`config.mk`:
```
export PLATFORM = sky130hd
export DESIGN_NAME = uso_del_pll_ip_core
export DESIGN_NICKNAME = d
export VERILOG_FILES = /design/src/rtl/uso_del_pll_ip_core.sv
export SDC_FILE = /design/constraint.sdc
export NUM_CORES = 1
export LEC_CHECK = 0
export CAP_MARGIN = 20
export CORE_AREA = 10 10 75 77
export CTS_CLUSTER_DIAMETER = 40
export CTS_CLUSTER_SIZE = 10
export DETAILED_ROUTE_END_ITERATION = 10
export DIE_AREA = 0 0 85 87
export MAX_ROUTING_LAYER = met4
export PLACE_DENSITY = 0.68
export SLEW_MARGIN = 15
export SYNTH_ARGS = -nofsm -noshare
export SYNTH_HDL_FRONTEND = slang
export SYNTH_SLANG_ARGS = --single-unit
```
`constraint.sdc`:
```
create_clock -name clk100 -period 2.2 [get_ports clk100]
set_input_delay 0.22 -clock clk100 [delete_from_list [all_inputs] [get_ports clk100]]
set_output_delay 0.22 -clock clk100 [all_outputs]
set_load 0.03 [all_outputs]
```
`src/rtl/uso_del_pll_ip_core.sv`:
```
`timescale 1ns/1ps
// Behavioural PLL stand-in: gates clk100 down to clk10 once a fixed lock delay has
// elapsed, and drives a heartbeat LED from the derived clock.
module uso_del_pll_ip_core #(
  parameter int DIV         = 10,
  parameter int LOCK_CYCLES = 64,
  parameter int BLINK_HALF  = 5_000_000
) (
  input  logic clk100,
  input  logic rst,
  output logic led
);

  localparam int LW = $clog2(LOCK_CYCLES + 1);
  localparam int PW = $clog2(DIV + 1);
  localparam int BW = $clog2(BLINK_HALF + 1);

  localparam logic [LW-1:0] LOCK_MAX   = LW'(LOCK_CYCLES);
  localparam logic [PW-1:0] PHASE_LAST = PW'(DIV - 1);
  localparam logic [BW-1:0] BLINK_LAST = BW'(BLINK_HALF - 1);

  logic [LW-1:0] r_lock_cnt;
  logic [LW-1:0] w_lock_cnt_nxt;
  logic          locked;
  logic          w_locked_nxt;
  logic [PW-1:0] r_phase_cnt;
  logic [PW-1:0] w_phase_nxt;
  logic          r_en;
  logic          w_en_nxt;
  logic          clk10;
  logic [BW-1:0] r_blink_cnt;
  logic [BW-1:0] w_blink_nxt;
  logic          r_led;
  logic          w_led_nxt;

  // Lock counter saturates; locked is sticky until the next reset.
  always_comb begin
    w_lock_cnt_nxt = r_lock_cnt;
    w_locked_nxt   = locked;
    if (r_lock_cnt < LOCK_MAX) begin
      w_lock_cnt_nxt = r_lock_cnt + LW'(1);
    end else begin
      w_lock_cnt_nxt = r_lock_cnt;
    end
    if (w_lock_cnt_nxt == LOCK_MAX) begin
      w_locked_nxt = 1'b1;
    end else begin
      w_locked_nxt = locked;
    end
  end

  // Phase counter next value, parked at zero until lock.
  always_comb begin
    w_phase_nxt = r_phase_cnt;
    if (!locked) begin
      w_phase_nxt = {PW{1'b0}};
    end else if (r_phase_cnt == PHASE_LAST) begin
      w_phase_nxt = {PW{1'b0}};
    end else begin
      w_phase_nxt = r_phase_cnt + PW'(1);
    end
  end

  // Gate enable value captured on the falling edge.
  always_comb begin
    w_en_nxt = 1'b0;
    if (locked && (r_phase_cnt == {PW{1'b0}})) begin
      w_en_nxt = 1'b1;
    end else begin
      w_en_nxt = 1'b0;
    end
  end

  // Lock and divider state on clk100 rising edges.
  always_ff @(posedge clk100 or negedge rst) begin
    if (!rst) begin
      r_lock_cnt  <= {LW{1'b0}};
      locked      <= 1'b0;
      r_phase_cnt <= {PW{1'b0}};
    end else begin
      r_lock_cnt  <= w_lock_cnt_nxt;
      locked      <= w_locked_nxt;
      r_phase_cnt <= w_phase_nxt;
    end
  end

  // Enable changes only while clk100 is low, so the AND gate below cannot glitch.
  always_ff @(negedge clk100 or negedge rst) begin
    if (!rst) begin
      r_en <= 1'b0;
    end else begin
      r_en <= w_en_nxt;
    end
  end

  assign clk10 = clk100 & r_en;

  // Blink counter and LED toggle decision.
  always_comb begin
    w_blink_nxt = r_blink_cnt;
    w_led_nxt   = r_led;
    if (r_blink_cnt == BLINK_LAST) begin
      w_blink_nxt = {BW{1'b0}};
      w_led_nxt   = ~r_led;
    end else begin
      w_blink_nxt = r_blink_cnt + BW'(1);
      w_led_nxt   = r_led;
    end
  end

  // Heartbeat state in the clk10 domain.
  always_ff @(posedge clk10 or negedge rst) begin
    if (!rst) begin
      r_blink_cnt <= {BW{1'b0}};
      r_led       <= 1'b0;
    end else begin
      r_blink_cnt <= w_blink_nxt;
      r_led       <= w_led_nxt;
    end
  end

  assign led = r_led;

endmodule

```
# --- Yosys cells after proc, flatten, opt, wreduce, memory -nomap -nowiden ---
# Index checks and enable logic that the tools add are counted.
word_totals:
  latch_bits: 0
  ram_bits: 0
  romBits: 0
  word_cells: 22
  register_bits: 37
  mem_count: 0
  input_bits: 2
  output_inout_bits: 1
classes:
  reduce_logical: 2
  mux: 5
  shift: 0
  addsub: 3
  n_div: 0
  mul: 0
  n_lt_le_gt_ge: 1
  eq_ne: 3
  bitwise: 2
ops:
  columns: ["cell", "count"]
  rows:
  - ["adder 23 x 1 -> 23 bit (second input constant)", 1]
  - ["equality test 23 bit (second input constant)", 1]
  - ["2-to-1 mux 23 bit", 1]
  - ["2-to-1 mux 4 bit", 2]
  - ["adder 7 x 1 -> 7 bit (second input constant)", 1]
  - ["equality test 7 bit (second input constant)", 1]
  - ["less-than comparator 7 bit (second input constant)", 1]
  - ["2-to-1 mux 7 bit", 1]
  - ["adder 4 x 1 -> 4 bit (second input constant)", 1]
  - ["equality test 4 bit (second input constant)", 1]
  - ["zero test 4 bit", 1]
  - ["AND 1 bit", 1]
  - ["logical AND 1 bit", 1]
  - ["2-to-1 mux 1 bit", 1]
  - ["NOT 1 bit", 1]

# --- Logic depth before layout (Yosys ltp) ---
# Gate-level depths: netlist of the first run.
depth:
  depth_word: 3
  ltp_mapped: 5
  mapped_depth_nobuf: 5

==> results of run 1 <==
[per-layer routing]
| metal | up-vias | part of all wire (%) | global-route usage [%] |
|---|---|---|---|
| li1 | 580 | - | - |
| met1 | 565 | 48 | 11.0 |
| met2 | 20 | 47 | 14.4 |
| met3 | 6 | 3.4 | 3.75 |
| met4 | 0 | 1.9 | 5.39 |
| met5 | - | 0 | - |
[cell type report]
class                   instances  area, µm²
fillers                       373       2210
flip-flops and latches         37        926
multi-input cells             113        790
clock buffers                  12        155
well taps                      52       65.1
repair buffers                  5       42.5
clock inverters                 1       30.0
inverters                       5       18.8
[layout by cell type, fill, tap and decap left out, types with 2 or more instances in the layout]
cell type / instances
dfrtp_1: 36
xnor2_1: 14
nor2_1: 11
clkbuf_8: 11
nand2_1: 10
xor2_1: 10
nand3_1: 9
nor3_1: 6
inv_1: 5
nand4_1: 5
ha_1: 5
a21oi_1: 4
and3_1: 4
nor2b_1: 3
and4_1: 3
o21ai_0: 3
or3_1: 3
buf_4: 3
mux2i_1: 2
nor4b_1: 2
and2_1: 2
nor4_1: 2
nand4b_1: 2
clkdlybuf4s50_1: 2
[worst register-to-register path, delay by kind of cell (launching register included)]
family / cells / cell delay [ns]
adder cells (fa/ha/maj): 1 / 0.19
buffers and inverters: 1 / 0.07
flip-flops: 1 / 0.39
AND/OR/NAND/NOR: 2 / 0.10
[report_power, final]
group / switching, mW / internal, mW
logic: 0.0130 / 0.00272
registers: 0 / 0.239
clock network: 0.126 / 0.320
[per-stage QoR]
step / cell area (µm²) / util (%) / cells / power [mW] / hold slack (ns)
2_1_floorplan: 1750 / - / 157 / 0.243 / -0.0756
3_3_place_gp: 1840 / 43.5 / 212 / 0.259 / 0.299
3_5_place_dp: 1840 / 43.5 / 212 / 0.260 / 0.295
4_1_cts: 2030 / 47.9 / 225 / 0.713 / 0.157
5_1_grt: 2030 / 47.9 / 225 / 0.733 / 0.182
6_report: 2030 / 47.9 / 225 / 0.700 / 0.114
[worst paths after layout]
path                                          startpoint                   endpoint
worst max-delay path            r_phase_cnt[0]$_DFF_PN0_             r_en$_DFF_NN0_
worst min-delay path                                 rst  r_blink_cnt[18]$_DFF_PN0_
worst max register to register  r_phase_cnt[0]$_DFF_PN0_             r_en$_DFF_NN0_
worst min register to register           led$_DFFE_PN0N_            led$_DFFE_PN0N_
max in group gated                        r_en$_DFF_NN0_                 clock gate
max in group asynchronous                            rst             r_en$_DFF_NN0_
min in group clk100                      led$_DFFE_PN0N_            led$_DFFE_PN0N_
min in group gated                        r_en$_DFF_NN0_                 clock gate
[cell families (layout without fill, tap and decap cells)]
family                     after synthesis  count (layout)  share of synthesized area, %
DFF                                     37              37                          52.9
adders and majority gates                5               5                          3.58
buffers and inverters                    7              23                          1.93
muxes                                    3               3                          1.79
and+or+nand+nor                         70              70                          23.8
AOI/OAI and AO/OA                       11              11                          3.93
xor gates and xnor gates                24              24                          12.0
[registers in the layout, summed over array words and instances (netlist names)]
signal / count
r_lock_cnt: 7
locked: 1
r_phase_cnt: 4
r_blink_cnt: 23
led: 1
r_en: 1
==> reports/metrics.yaml, run 1 <==
outcome: "finished clean"
max_slew.worst_pin.slew_ns: 0.463
antenna_cells: 0
crit_required_ns: 1.56
rsz0062_at_grt: "no"
ioPinCount: 3
finalSetupTns_ns: 0
cts_tree: "yes"
reg2reg_depth: 4
yosys-top-cells-count: "dfrtp_1 (36), xnor2_1 (14), nor2_1 (11), nand2_1 (10), xor2_1 (10)"
maxCapViolCount: 0
clock_latency_ns: 0.62
vdd_drop_max_v: 0.000601
avgSynthCellArea_um2: 11.1
core_mm2: 0.00423
crit_family: "flip-flops"
synth_nets: 164
async_flop_share_pct: 100
critical_path.endpoint_type: "flop"
wl_per_cell_um: 14.2
synth_cell_type_count: 36
synth_seq_area_share_pct: 52.9
yosysMostFrequentCell: "dfrtp_1"
max_slew_margin_pct: 68.9
row_count: 24
setup_viol: 0
crit_type: "reg2reg"
p_per_area_mw_per_mm2: 346
die_w_um: 85
path_max_fanout: 4
grt_max_degree: 37
drc: 0
cp_slowest_cell: "dfrtp_1"
ys_warn_count: 0
dp_slack_ns: 0.207
slowest_delay_ns: 0.39
grtUsageTotal_pct: 9.70
drive_above_1_share_pct: 12.1
yosys-top-cells-area: "dfrtp_1 (52%), xnor2_1 (7.0%), xor2_1 (5.0%)"
start_util_pct: 41.3
cts_resized: 0
grt_pass1_vias: 1237
leakagePower_nw: 0.880
arrival_ns: 1.30
synth_top_area_share_pct: 51.5
first_pass_iters: 4
clock_skew_ns: 0.0597
rrSetupSlack_ns: 0.26
dieArea_mm2: 0.00740
vias: 1171
cp.depth: 4
ys.flop_type: "dfrtp_1"
finalHoldViolCount: 0
cts_setup_buffers: 0
path_clk_slew_ns: 0.09
syn_area_mm2: 0.00175
grt_overflow_total: 0
hp-class: "in2async"
crit_buf_inv: 1
drt-initial-drc-count: 85
antenna_found_initial: 0
die_h_um: 87
start_kind: "flop"
drt-vias-per-instance: 5.20
finalNetCount: 180
synth_edf_count: 0
drv_slew: 0
io_buffers: 2
syn2layout_area_growth_pct: 15.9
wl_um: 3190
fin_ws_ns: 0.258
cts_hold_buf: 0
synthCells: 157
grt_pass1_wl_um: 5610
ys_seq_elements: 37
crit_chain: "inv_1 > ha_1 > nand2_1 > nor3_1"
post-dp-hpwl_um: 2250
ant_nets: 0
gp_congestion: 0.837
synth_area_leader_cell: "dfrtp_1"
(Power assumes the default switching activity.)
==> run 2: changes to the inputs <==
- CTS_BUF_LIST: default -> sky130_fd_sc_hd__clkbuf_8
- clock period: 2.2 -> 2 ns (I/O delays scaled with it)
==> run 2 against run 1 <==
  * Non-clock buffer count unchanged
  * Power increased by 9.0%
  * Clock-buffer cell count decreased by 1
  * Critical path type unchanged
  * Largest power group unchanged
  * Highest routed layer unchanged
==> reports/metrics.yaml, run 2 (synthesis gave the netlist of run 1 again) <==
max_slew.worst_pin.slew_ns: 0.470  # +0.00691 ns
crit_chain: "inv_1 > ha_1 > nand2_1 > nor3_1"
cp.depth: 4  # unchanged
start_kind: "flop"
fillCellCount: 360  # -3.5%
path_max_fanout: 4  # unchanged
rsz0062_at_grt: "no"
gp_congestion: 0.796  # -5.0%
cell_internal_pwr_mw: 0.613  # +9.1%
cts_tree: "yes"
maxCapViolCount: 0  # unchanged
leakagePower_nw: 0.871  # -1.1%
post-dp-hpwl_um: 2230  # -1.1%
hp-class: "in2async"
start_util_pct: 41.3  # unchanged
wl_um: 3190  # +0.28%
r2r_start: "r_phase_cnt[0]$_DFF_PN0_"
io_buffers: 2  # unchanged
layout_common_cells: "dfrtp_1 (36), xnor2_1 (14), nor2_1 (11), clkbuf_8 (11)"
fin_crit_sh_pct: 92.6
grt_overflow_total: 0  # unchanged
antenna_cells: 0  # unchanged
syn2layout_area_growth_pct: 14.2
drv_slew: 0  # unchanged
seq_power_share_pct: 34.5  # +0.4 points
max_slew_margin_pct: 68.4  # -0.47 points
setup_viol: 0  # unchanged
crit_required_ns: 1.46  # -0.10 ns
clock.fmax_mhz: 542
wl_per_cell_um: 14.3  # +0.73%
clock_skew_ns: 0.0594  # -0.000320 ns
mostFrequentLayoutCell: "dfrtp_1"
cts_resized: 0  # unchanged
p_sw_mw: 0.150  # +8.6%
post-place-cells: 212  # unchanged
path_clk_slew_ns: 0.08  # about the same
p_per_area_mw_per_mm2: 382  # +11%
antenna_found_initial: 0  # unchanged
largest_register: "r_blink_cnt"
grtUsageTotal_pct: 9.57  # -0.13 points
swShare_pct: 19.7  # -0.071 points
clock_latency_ns: 0.62  # about the same
die_h_um: 87  # unchanged
cts_hold_buf: 0  # unchanged
top_regs: "r_blink_cnt (23), r_lock_cnt (7), r_phase_cnt (4)"
slowest_delay_ns: 0.39  # about the same
vdd_drop_max_v: 0.000371  # -38%
crit_buf_inv: 1  # unchanged
outcome: "finished clean"
die_w_um: 85  # unchanged
first_pass_iters: 4  # unchanged
ant_nets: 0  # unchanged
p_clk_share_pct: 63.2  # -0.4 points
cts_setup_buffers: 0  # unchanged
grt_pass1_wl_um: 5660  # +0.87%
finalHoldViolCount: 0  # unchanged
dieArea_mm2: 0.00740  # unchanged
drt-vias-per-instance: 5.31  # +2.0%
reg2reg_depth: 4  # unchanged
grt_pass1_vias: 1310  # +5.9%
fin_crit_ns: 1.85
vias: 1189  # +1.5%
drt-initial-drc-count: 79  # -7.1%
ioPinCount: 3  # unchanged
crit_type: "reg2reg"
finalSetupTns_ns: 0  # unchanged
critical_path.endpoint_type: "flop"
drive_above_1_share_pct: 11.6  # -0.51 points
core_mm2: 0.00423  # unchanged
crit_family: "flip-flops"
row_count: 24  # unchanged
largest_reg_flops: 23  # unchanged
cp-startpoint: "r_phase_cnt[0]$_DFF_PN0_"
finalNetCount: 180  # unchanged
arrival_ns: 1.31  # about the same
final_cells: 224  # -0.44%
p_comb_share_pct: 2.3  # about the same
cp_slowest_cell: "dfrtp_1"
drc: 0  # unchanged
grt_max_degree: 37  # unchanged
run 2: cell types whose count changed in the layout (fill, tap and decap cells not counted), sizes merged:
| cell | previous run | this run |
|---|---|---|
| bufinv | 1 | 0 |
| inv | 5 | 6 |
| clkbuf | 12 | 11 |
run 2: per-layer routing:
layer	wire length, µm	up-vias	track usage (%)
met4	36	0	4.94
met3	124	6	3.75
met5	0	-	-
li1	-	581	-
met1	1470	580	10.0
met2	1560	22	15.3
run 2: metrics by stage:
step	setup WS (ns)	power (mW)	hold slack, ns	util, %	area, µm²
after floorplan	0.150	0.268	-0.0956	-	1750
after global placement	0.133	0.285	0.300	43.5	1840
after detailed placement	0.0968	0.287	0.295	43.5	1840
after CTS	0.125	0.781	0.155	47.2	2000
after global routing	0.0589	0.799	0.160	47.2	2000
final	0.149	0.763	0.138	47.2	2000
run 2: final cells by class:
type	count	area, µm²	share of cell area [%]
clock buffers	11	151	7.58
inverters	5	18.8	0.940
flip-flops and latches	37	926	46.4
multi-input cells	113	790	39.5
repair buffers	5	42.5	2.13
well taps	52	65.1	3.26
clock inverters	1	3.75	0.188
run 2: path summary, 6_finish.rpt:
check                                       endpoint  slack [ns]
max in group gated                        clock gate        0.19
setup reg to reg                      r_en$_DFF_NN0_        0.15
min in group gated                        clock gate        0.72
hold reg to reg                      led$_DFFE_PN0N_        0.47
max in group asynchronous             r_en$_DFF_NN0_        1.14
hold / removal             r_blink_cnt[16]$_DFF_PN0_        0.14
min in group clk100                  led$_DFFE_PN0N_        0.47
setup / recovery                      r_en$_DFF_NN0_        0.15
run 2: power by group through the flow:
stage                      logic [mW]  registers, mW  clock network (mW)
final                          0.0176          0.263               0.483
after global placement         0.0180          0.267          0.00000150
after floorplan           0.000000284          0.268          0.00000150
after global routing           0.0204          0.263               0.516
after CTS                      0.0193          0.263               0.499
after detailed placement       0.0194          0.267          0.00000150
